<file path="src/rtl/logic_unit_pipe_pkg.sv">
// Shared ALU definitions: logic-unit op codes and op-code width.
package alu_pkg;

    localparam int OP_W = 3;

    localparam logic [OP_W-1:0] OP_AND  = 3'b000;
    localparam logic [OP_W-1:0] OP_OR   = 3'b001;
    localparam logic [OP_W-1:0] OP_XOR  = 3'b010;
    localparam logic [OP_W-1:0] OP_NAND = 3'b011;
    localparam logic [OP_W-1:0] OP_NOR  = 3'b100;
    localparam logic [OP_W-1:0] OP_XNOR = 3'b101;
    localparam logic [OP_W-1:0] OP_NOTA = 3'b110;
    localparam logic [OP_W-1:0] OP_ACCX = 3'b111;

endpackage

</file>
<file path="src/rtl/logic_unit_pipe_if.sv">
// Request/response bundle of the pipelined logic unit (valid/ready on both sides).
interface logic_unit_pipe_if
    import alu_pkg::*;
#(
    parameter int WIDTH = 8
);

    logic             in_valid;
    logic             in_ready;
    logic [WIDTH-1:0] a;
    logic [WIDTH-1:0] b;
    logic [OP_W-1:0]  op;
    logic             acc_clr;
    logic             out_valid;
    logic             out_ready;
    logic [WIDTH-1:0] h;
    logic             zero;
    logic             parity;

    modport master (
        output in_valid, a, b, op, acc_clr, out_ready,
        input  in_ready, out_valid, h, zero, parity
    );

    modport slave (
        input  in_valid, a, b, op, acc_clr, out_ready,
        output in_ready, out_valid, h, zero, parity
    );

endinterface

</file>
<file path="src/rtl/logic_unit_core.sv">
// Combinational bitwise logic core; op 111 folds operand A into the accumulator.
module logic_unit_core
    import alu_pkg::*;
#(
    parameter int WIDTH = 8
) (
    input  logic [OP_W-1:0]  op,
    input  logic [WIDTH-1:0] a,
    input  logic [WIDTH-1:0] b,
    input  logic [WIDTH-1:0] acc,
    output logic [WIDTH-1:0] result
);

    always_comb begin
        result = '0;
        case (op)
            OP_AND:  result = a & b;
            OP_OR:   result = a | b;
            OP_XOR:  result = a ^ b;
            OP_NAND: result = ~(a & b);
            OP_NOR:  result = ~(a | b);
            OP_XNOR: result = ~(a ^ b);
            OP_NOTA: result = ~a;
            OP_ACCX: result = acc ^ a;
            default: result = '0;
        endcase
    end

endmodule

</file>
<file path="src/rtl/logic_unit_pipe.sv">
// Two-stage pipelined logic unit with valid/ready handshake, result flags and a running accumulator.
module logic_unit_pipe
    import alu_pkg::*;
#(
    parameter int               WIDTH    = 8,
    parameter logic [WIDTH-1:0] ACC_INIT = '0
) (
    input  logic            clk,
    input  logic            rst,
    logic_unit_pipe_if.slave bus
);

    logic             s1_valid;
    logic [WIDTH-1:0] s1_a;
    logic [WIDTH-1:0] s1_b;
    logic [OP_W-1:0]  s1_op;

    logic             out_valid;
    logic [WIDTH-1:0] h;
    logic             zero;
    logic             parity;
    logic [WIDTH-1:0] acc;

    logic             s1_load;
    logic             s2_load;
    logic             in_ready;
    logic [WIDTH-1:0] result;

    // Ready is combinational from out_ready so a full pipe can drain and refill in one edge.
    assign s2_load  = s1_valid && (!out_valid || bus.out_ready);
    assign in_ready = !s1_valid || s2_load;
    assign s1_load  = bus.in_valid && in_ready;

    logic_unit_core #(.WIDTH(WIDTH)) u_core (
        .op     (s1_op),
        .a      (s1_a),
        .b      (s1_b),
        .acc    (acc),
        .result (result)
    );

    always_ff @(posedge clk or posedge rst) begin
        if (rst) begin
            s1_valid <= 1'b0;
            s1_a     <= '0;
            s1_b     <= '0;
            s1_op    <= '0;
        end else begin
            if (s1_load) begin
                s1_valid <= 1'b1;
                s1_a     <= bus.a;
                s1_b     <= bus.b;
                s1_op    <= bus.op;
            end else if (s2_load) begin
                s1_valid <= 1'b0;
            end
        end
    end

    always_ff @(posedge clk or posedge rst) begin
        if (rst) begin
            out_valid <= 1'b0;
            h         <= '0;
            zero      <= 1'b1;
            parity    <= 1'b0;
        end else begin
            if (s2_load) begin
                out_valid <= 1'b1;
                h         <= result;
                zero      <= (result == '0);
                parity    <= ^result;
            end else if (bus.out_ready) begin
                out_valid <= 1'b0;
            end
        end
    end

    // A clear wins over the fold update; the result loaded in that same cycle already used the old acc.
    always_ff @(posedge clk or posedge rst) begin
        if (rst) begin
            acc <= ACC_INIT;
        end else if (bus.acc_clr) begin
            acc <= ACC_INIT;
        end else if (s2_load) begin
            acc <= result;
        end
    end

    assign bus.in_ready  = in_ready;
    assign bus.out_valid = out_valid;
    assign bus.h         = h;
    assign bus.zero      = zero;
    assign bus.parity    = parity;

endmodule

</file>
<file path="src/flat_wrapper.sv">
// flat-port wrapper written by rule: the top's interface ports become plain ports
module logic_unit_pipe_flat import alu_pkg::*;
#(
    parameter int               WIDTH    = 8,
    parameter logic [WIDTH-1:0] ACC_INIT = '0
)
  (clk, rst, bus_in_valid, bus_a, bus_b, bus_op, bus_acc_clr, bus_out_ready, bus_in_ready, bus_out_valid, bus_h, bus_zero, bus_parity);
  logic_unit_pipe_if #(.WIDTH(WIDTH)) bus_i ();
  input  logic clk;
  input  logic rst;
  input wire logic [$bits(bus_i.in_valid)-1:0] bus_in_valid;
  input wire logic [$bits(bus_i.a)-1:0] bus_a;
  input wire logic [$bits(bus_i.b)-1:0] bus_b;
  input wire logic [$bits(bus_i.op)-1:0] bus_op;
  input wire logic [$bits(bus_i.acc_clr)-1:0] bus_acc_clr;
  input wire logic [$bits(bus_i.out_ready)-1:0] bus_out_ready;
  output wire logic [$bits(bus_i.in_ready)-1:0] bus_in_ready;
  output wire logic [$bits(bus_i.out_valid)-1:0] bus_out_valid;
  output wire logic [$bits(bus_i.h)-1:0] bus_h;
  output wire logic [$bits(bus_i.zero)-1:0] bus_zero;
  output wire logic [$bits(bus_i.parity)-1:0] bus_parity;
  assign bus_i.in_valid = bus_in_valid;
  assign bus_i.a = bus_a;
  assign bus_i.b = bus_b;
  assign bus_i.op = bus_op;
  assign bus_i.acc_clr = bus_acc_clr;
  assign bus_i.out_ready = bus_out_ready;
  assign bus_in_ready = bus_i.in_ready;
  assign bus_out_valid = bus_i.out_valid;
  assign bus_h = bus_i.h;
  assign bus_zero = bus_i.zero;
  assign bus_parity = bus_i.parity;
  logic_unit_pipe #(.WIDTH(WIDTH), .ACC_INIT(ACC_INIT)) u_core (.clk(clk), .rst(rst), .bus(bus_i));
endmodule
</file>
<file path="config.mk">
export PLATFORM = sky130hd
export DESIGN_NAME = logic_unit_pipe_flat
export DESIGN_NICKNAME = d
export VERILOG_FILES = /design/src/rtl/logic_unit_pipe_pkg.sv /design/src/rtl/logic_unit_pipe_if.sv /design/src/rtl/logic_unit_core.sv /design/src/rtl/logic_unit_pipe.sv /design/src/flat_wrapper.sv
export SDC_FILE = /design/constraint.sdc
export NUM_CORES = 1
export LEC_CHECK = 0
export BUFFER_PORTS_ARGS = -buffer_cell sky130_fd_sc_hd__buf_2
export CORE_MARGIN = 1
export CORE_UTILIZATION = 57
export DETAILED_ROUTE_END_ITERATION = 12
export PLACE_DENSITY_LB_ADDON = 0.15
export REMOVE_ABC_BUFFERS = 1
export SETUP_SLACK_MARGIN = 0.02
export SLEW_MARGIN = 20
export SYNTH_ARGS = -nofsm -noshare
export SYNTH_HDL_FRONTEND = slang
export SYNTH_SLANG_ARGS = --single-unit
</file>
<file path="constraint.sdc">
create_clock -name clk -period 2.6 [get_ports clk]
set_input_delay 0.13 -clock clk [delete_from_list [all_inputs] [get_ports clk]]
set_output_delay 0.13 -clock clk [all_outputs]
set_load 0.03 [all_outputs]
</file>
# Yosys cells after proc, flatten, opt, wreduce, memory -nomap -nowiden
# Index checks and enable logic that the tools add are counted.
# word_totals
register_bits,39
input_bits,24
output_inout_bits,12
elab_cells,43
# classes
n_eq_ne,7
muxes,7
bitwise_logic,8
reduce_logical,12
# op_table
op,n
$pmux W8 S8,1
$not A8 Y8,4
$mux W8,2
$xor A8 B8 Y8,2
$eq A3 B3 Y1 const B,4
$and A8 B8 Y8,1
$logic_not A8 Y1,1
$or A8 B8 Y8,1
$reduce_xor A8 Y1,1
$eq A3 B2 Y1 const B,2
$reduce_bool A2 Y1,3
$mux W1,4
$eq A3 B1 Y1 const B,1
$logic_not A3 Y1,1
$logic_and A1 B1 Y1,2
$logic_not A1 Y1,2
$logic_or A1 B1 Y1,2

# Depth between registers and ports, before layout
# logic_depth
word_depth,6
ltp_mapped,11
depth_no_buf,11

# By module
# A second synthesis with hierarchy kept.
# unflattened
cells_unflattened,255
hier_area_um2,2576.2
# by_module_without_submodules
module,instances,cells_each,area_each_um2,seq_area_each_um2
logic_unit_pipe,1,133,1659.1,977.2
logic_unit_core,1,122,917.1,0.0

# Worst setup path before layout
# Ideal clock, no wire load.
# synth_path
path_type,register to register
startpoint,register u_core.s1_a[6]
endpoint,register u_core.parity (netlist: u_core.bus.parity)
setup_time_ns,0.128
arrival_ns,2.081
t_required_ns,2.472
path_slack_ns,0.391
path_stages_with_launch,10
synth_period_minus_slack_ns,2.209
cell_sequence,dfrtp_1 inv_1 ha_1 mux4_2 a21oi_1 inv_1 ha_1 xnor2_1 xnor2_1 o21ai_0
# synth_via
elab_chain_cells,4
elab_cells_between_ends,10
# synth_rtl
element,line,rtl
"start, declared",logic_unit_pipe.sv:14,logic [WIDTH-1:0] s1_a;
"start signal, assigned",logic_unit_pipe.sv:51,s1_a <= bus.a;
"$xor A8 B8 Y8, or another cell as far along","logic_unit_core.sv:19, logic_unit_core.sv:22",
"$not A8 Y8, on equally long branches","logic_unit_core.sv:22, logic_unit_core.sv:20, logic_unit_core.sv:21",
$pmux W8 S8 (*),logic_unit_core.sv:16,case (op)
$reduce_xor A8 Y1 (*),logic_unit_pipe.sv:71,parity <= ^result;
"end signal, assigned",logic_unit_pipe.sv:71,
"end, declared",logic_unit_pipe.sv:21,logic parity;
# Every way passes the cells marked *; elsewhere a longest branch is shown, timed or not.
# A chain may end at the register's enable or synchronous reset.

# Final worst setup path
# layout_path
startpoint,register u_core.s1_op[0]
endpoint,register u_core.parity (netlist: u_core.bus.parity)
# layout_via
elab_chain_cells,3
elab_cells_between_ends,10
# layout_rtl
element,line,rtl
"start, declared",logic_unit_pipe.sv:16,logic [OP_W-1:0] s1_op;
"start signal, assigned",logic_unit_pipe.sv:53,s1_op <= bus.op;
"$eq A3 B3 Y1, or another cell as far along",logic_unit_core.sv:16,
$pmux W8 S8 (*),logic_unit_core.sv:16,
$reduce_xor A8 Y1 (*),logic_unit_pipe.sv:71,
# Marks and branches as above.

==> impl_metrics.prom <==
# TYPE chip_impl_metric gauge
chip_impl_metric{name="gp_routability_congestion",unit=""} 0.8479
chip_impl_metric{name="die_width",unit="um"} 67.99
chip_impl_metric{name="slew-limit-headroom",unit="%"} 43.11
chip_impl_info{name="cts_root_buf",value="sky130_fd_sc_hd__clkbuf_8"} 1
chip_impl_metric{name="antenna_found_initial",unit=""} 0
chip_impl_metric{name="routedWlPerCell",unit="um"} 13.78
chip_impl_metric{name="synth_enable_flop_cells",unit=""} 0
chip_impl_metric{name="drt_first_pass_iters",unit=""} 4
chip_impl_metric{name="number_of_buffers_created_by_cts",unit=""} 5
chip_impl_metric{name="finalHoldViolations",unit=""} 0
chip_impl_info{name="cts_tree",value="built"} 1
chip_impl_info{name="critPathSlowestCell",value="sky130_fd_sc_hd__dfrtp_1"} 1
chip_impl_metric{name="power.density_cell_area",unit="nW/um^2"} 793.7
chip_impl_metric{name="fin_nets",unit=""} 315
chip_impl_info{name="commonest_non_fill_non_tap_cell_in_the_layout",value="sky130_fd_sc_hd__dfrtp_1"} 1
chip_impl_metric{name="pre_cts_ws",unit="ns"} 0.2480
chip_impl_metric{name="worstSkewPairLatency",unit="ns"} 0.29
chip_impl_info{name="hold_path.class",value="in2reg"} 1
chip_impl_metric{name="finalWirelength",unit="um"} 4436
chip_impl_metric{name="grt_remaining_overflow",unit=""} 0
chip_impl_metric{name="netlist_instances",unit=""} 232
chip_impl_metric{name="place_area",unit="um^2"} 2695
chip_impl_metric{name="n_antenna_cell",unit=""} 0
chip_impl_metric{name="final_design_area_no_fill",unit="um^2"} 2789
chip_impl_metric{name="path_max_fanout",unit=""} 44
chip_impl_metric{name="synth.ff_latch_count",unit=""} 39
chip_impl_metric{name="place_inst",unit=""} 313
chip_impl_metric{name="ys_types",unit=""} 41
chip_impl_info{name="synthFlopType",value="sky130_fd_sc_hd__dfrtp_1"} 1
chip_impl_info{name="most-common-layout-cells",value="38 x sky130_fd_sc_hd__dfrtp_1, 35 x sky130_fd_sc_hd__buf_2, 27 x sky130_fd_sc_hd__inv_1, 20 x sky130_fd_sc_hd__ha_1, 18 x sky130_fd_sc_hd__nor2_1"} 1
chip_impl_metric{name="start_util",unit="%"} 60.75
chip_impl_metric{name="critical-path-max-stage-delay",unit="ns"} 0.41
chip_impl_metric{name="setup_ws",unit="ns"} 0.2286
chip_impl_metric{name="vias",unit=""} 1732
chip_impl_metric{name="cts.path.max_buffers",unit=""} 2
chip_impl_info{name="reg2reg_to",value="u_core.bus.parity$_DFFE_PP0P_"} 1
chip_impl_metric{name="h-tree-depth",unit=""} 2
chip_impl_metric{name="detailed_place_hpwl",unit="um"} 3211
chip_impl_metric{name="grt_pass1_wl",unit="um"} 7438
chip_impl_info{name="rr_startpoint",value="u_core.s1_op[0]$_DFFE_PP0P_"} 1
chip_impl_metric{name="area_delta_synth_final",unit="%"} 12.35
chip_impl_metric{name="yosysSeqAreaShare",unit="%"} 39.36
chip_impl_info{name="crit_type",value="reg2reg"} 1
chip_impl_metric{name="rows",unit=""} 23
chip_impl_metric{name="fp.coreArea",unit="um^2"} 4086
chip_impl_metric{name="syn_area_per_cell",unit="um^2"} 10.70
chip_impl_metric{name="grt_pass1_vias",unit=""} 1620
chip_impl_metric{name="design.die.area",unit="um^2"} 4623
chip_impl_metric{name="static-leakage-power",unit="nW"} 1.335
chip_impl_metric{name="max_freq",unit="MHz"} 421.7
chip_impl_info{name="crit_path_cell_trace",value="buf_12, nor4bb_1, a41o_1, a221oi_2, o22ai_1, inv_1, ha_1, xnor2_1, xnor2_1, o21ai_0"} 1
chip_impl_metric{name="drv_cap",unit=""} 0
chip_impl_metric{name="finalCritPeriodShare",unit="%"} 91.21
chip_impl_info{name="outcome",value="finished, final reports clean"} 1
chip_impl_metric{name="finalCriticalPeriod",unit="ns"} 2.371
chip_impl_metric{name="fin_tns_setup",unit="ns"} 0
chip_impl_info{name="timing.critical_path.to",value="u_core.bus.parity$_DFFE_PP0P_"} 1
chip_impl_metric{name="boundary_pin_count",unit=""} 36
chip_impl_info{name="setup.worst_path.start_class",value="flip-flop"} 1
chip_impl_metric{name="share_of_cells_above_drive_strength_1",unit="%"} 29.04
chip_impl_metric{name="worst-endpoint-arrival",unit="ns"} 2.55
chip_impl_metric{name="synthesis.area",unit="um^2"} 2482
chip_impl_metric{name="path_clk_slew",unit="ns"} 0.08
chip_impl_metric{name="critPathRequiredTime",unit="ns"} 2.78
chip_impl_metric{name="hold_bufs_at_cts",unit=""} 1
chip_impl_metric{name="irDropWorstVdd",unit="mV"} 0.4477
chip_impl_metric{name="worst-slew-pin-transition",unit="ns"} 0.8513
chip_impl_info{name="worst_path_most_repeated_cell",value="sky130_fd_sc_hd__xnor2_1"} 1
chip_impl_metric{name="detailedRoute.firstIterationViolations",unit=""} 125
chip_impl_metric{name="worst-r2r-cell-count",unit=""} 10
chip_impl_metric{name="postCtsSetupBuffers",unit=""} 0
chip_impl_metric{name="globalRouteTotalUtil",unit="%"} 22.39
chip_impl_metric{name="postRouteAntennaNets",unit=""} 0
chip_impl_metric{name="setup_violations",unit=""} 0
chip_impl_info{name="setup_repair_after_global_routing_missed_its_margin",value="false"} 1
chip_impl_metric{name="clock_sinks",unit=""} 39
chip_impl_metric{name="layout.cells.non_filler",unit=""} 322
chip_impl_metric{name="fin_worst_skew",unit="ns"} 0.01083
chip_impl_metric{name="route.detailed.vias_per_inst",unit=""} 5.379
chip_impl_metric{name="asyncSetResetFlopFracSynth",unit="%"} 100.0
chip_impl_metric{name="dieHeight",unit="um"} 67.99
chip_impl_metric{name="post_cts_resize_count",unit=""} 0
chip_impl_metric{name="largest_net_degree_at_the_start_of_global_routing",unit=""} 45
chip_impl_metric{name="final_max_slew_viol_count",unit=""} 0
chip_impl_metric{name="holdWs",unit="ns"} 0.04158
chip_impl_metric{name="numPortBuffers",unit=""} 35
chip_impl_metric{name="synth.yosys.warnings",unit=""} 0
chip_impl_info{name="nature_of_the_critical_path_endpoint",value="flip-flop"} 1
chip_impl_metric{name="r2r_setup_slack",unit="ns"} 0.23
chip_impl_info{name="crit_path_start",value="u_core.s1_op[0]$_DFFE_PP0P_"} 1
chip_impl_metric{name="drc_errors",unit=""} 0
[worst min-delay path by stage]
stage | from | to | slack, ns | cells after the start
2_1_floorplan | bus_acc_clr | u_core.acc[3]$_DFFE_PP0P_ | 0.19 | 1
3_3_place_gp | rst | u_core.s1_b[0]$_DFFE_PP0P_ | 0.24 | 2
6_report | bus_b[7] | u_core.s1_b[7]$_DFFE_PP0P_ | 0.04 | 2
4_1_cts | bus_b[7] | u_core.s1_b[7]$_DFFE_PP0P_ | 0.04 | 2
5_1_grt | bus_a[1] | u_core.s1_a[1]$_DFFE_PP0P_ | 0.04 | 2
3_5_place_dp | rst | u_core.s1_b[0]$_DFFE_PP0P_ | 0.26 | 2
[kinds of logic after synthesis]
kind of cell	after synthesis	synth area share, %
buf+inv	40	8.014
xor+xnor	10	3.528
compound gates	38	10.99
flops	39	39.37
fa+ha+maj	20	10.08
mux	34	17.94
simple gates	51	10.08
[metal layers]
| metal | global-route usage, % | wire length, um | up-vias |
|---|---|---|---|
| li1 | - | - | 877 |
| met1 | 30.17 | 2094 | 813 |
| met2 | 35.29 | 2103 | 38 |
| met3 | 4.000 | 174 | 4 |
| met4 | 9.375 | 63 | 0 |
| met5 | 0 | 0 | - |
[registers in the layout, indices dropped and copies added, names as in the netlist]
register,count
u_core.acc,8
u_core.bus.parity,1
u_core.bus.zero,1
u_core.s1_b,8
u_core.bus.h,8
u_core.s1_op,3
u_core.s1_valid,1
u_core.s1_a,8
u_core.bus.out_valid,1
[stage by stage]
stage	util (%)	power, mW
after floorplan	-	1.582
after global placement	65.95	1.801
after detailed placement	65.95	1.824
after CTS	68.25	2.233
after global routing	68.25	2.392
final	68.25	2.214
[critical path: cells and delay by family, from the launching register on]
kind                       cells  cell delay, ns
DFF                            1            0.41
adders and majority gates      1            0.31
and+or+nand+nor                1            0.34
buffers and inverters          2            0.28
AOI/OAI and AO/OA              4            0.58
xor gates and xnor gates       2            0.34
[Yosys cell counts, types with 3 or more instances]
cell	number	area [um^2]
sky130_fd_sc_hd__dfrtp_1	38	950.9
sky130_fd_sc_hd__inv_1	27	101.4
sky130_fd_sc_hd__ha_1	20	250.2
sky130_fd_sc_hd__nor2_1	18	67.56
sky130_fd_sc_hd__mux2_2	16	180.2
sky130_fd_sc_hd__nand2_1	11	41.29
sky130_fd_sc_hd__xnor2_1	10	87.58
sky130_fd_sc_hd__mux2_1	8	90.09
sky130_fd_sc_hd__a21oi_1	7	35.03
sky130_fd_sc_hd__a211oi_1	6	45.04
sky130_fd_sc_hd__mux4_2	6	135.1
sky130_fd_sc_hd__nand2b_1	5	31.28
sky130_fd_sc_hd__nor2b_1	5	31.28
sky130_fd_sc_hd__buf_2	4	20.02
sky130_fd_sc_hd__mux2i_1	4	40.04
sky130_fd_sc_hd__o21ai_0	4	20.02
sky130_fd_sc_hd__o21ai_1	4	20.02
sky130_fd_sc_hd__o22ai_1	4	25.02
sky130_fd_sc_hd__a22o_1	3	26.28
sky130_fd_sc_hd__clkbuf_1	3	11.26
sky130_fd_sc_hd__nor3_1	3	15.01
[report_power, final]
part / switching (mW) / internal (mW)
logic: 0.529 / 0.460
clock network: 0.219 / 0.184
registers: 0.0889 / 0.732
[area by class of cell]
class | instances | area (um^2)
clock buffers | 5 | 68.82
clock inverters | 3 | 15.01
fillers | 330 | 1297
inverters | 29 | 108.9
multi-input cells | 153 | 1306
flip-flops and latches | 39 | 977.2
well taps | 50 | 62.56
repair buffers | 43 | 250.2
Note: power is estimated with default switching activity, not from simulation.
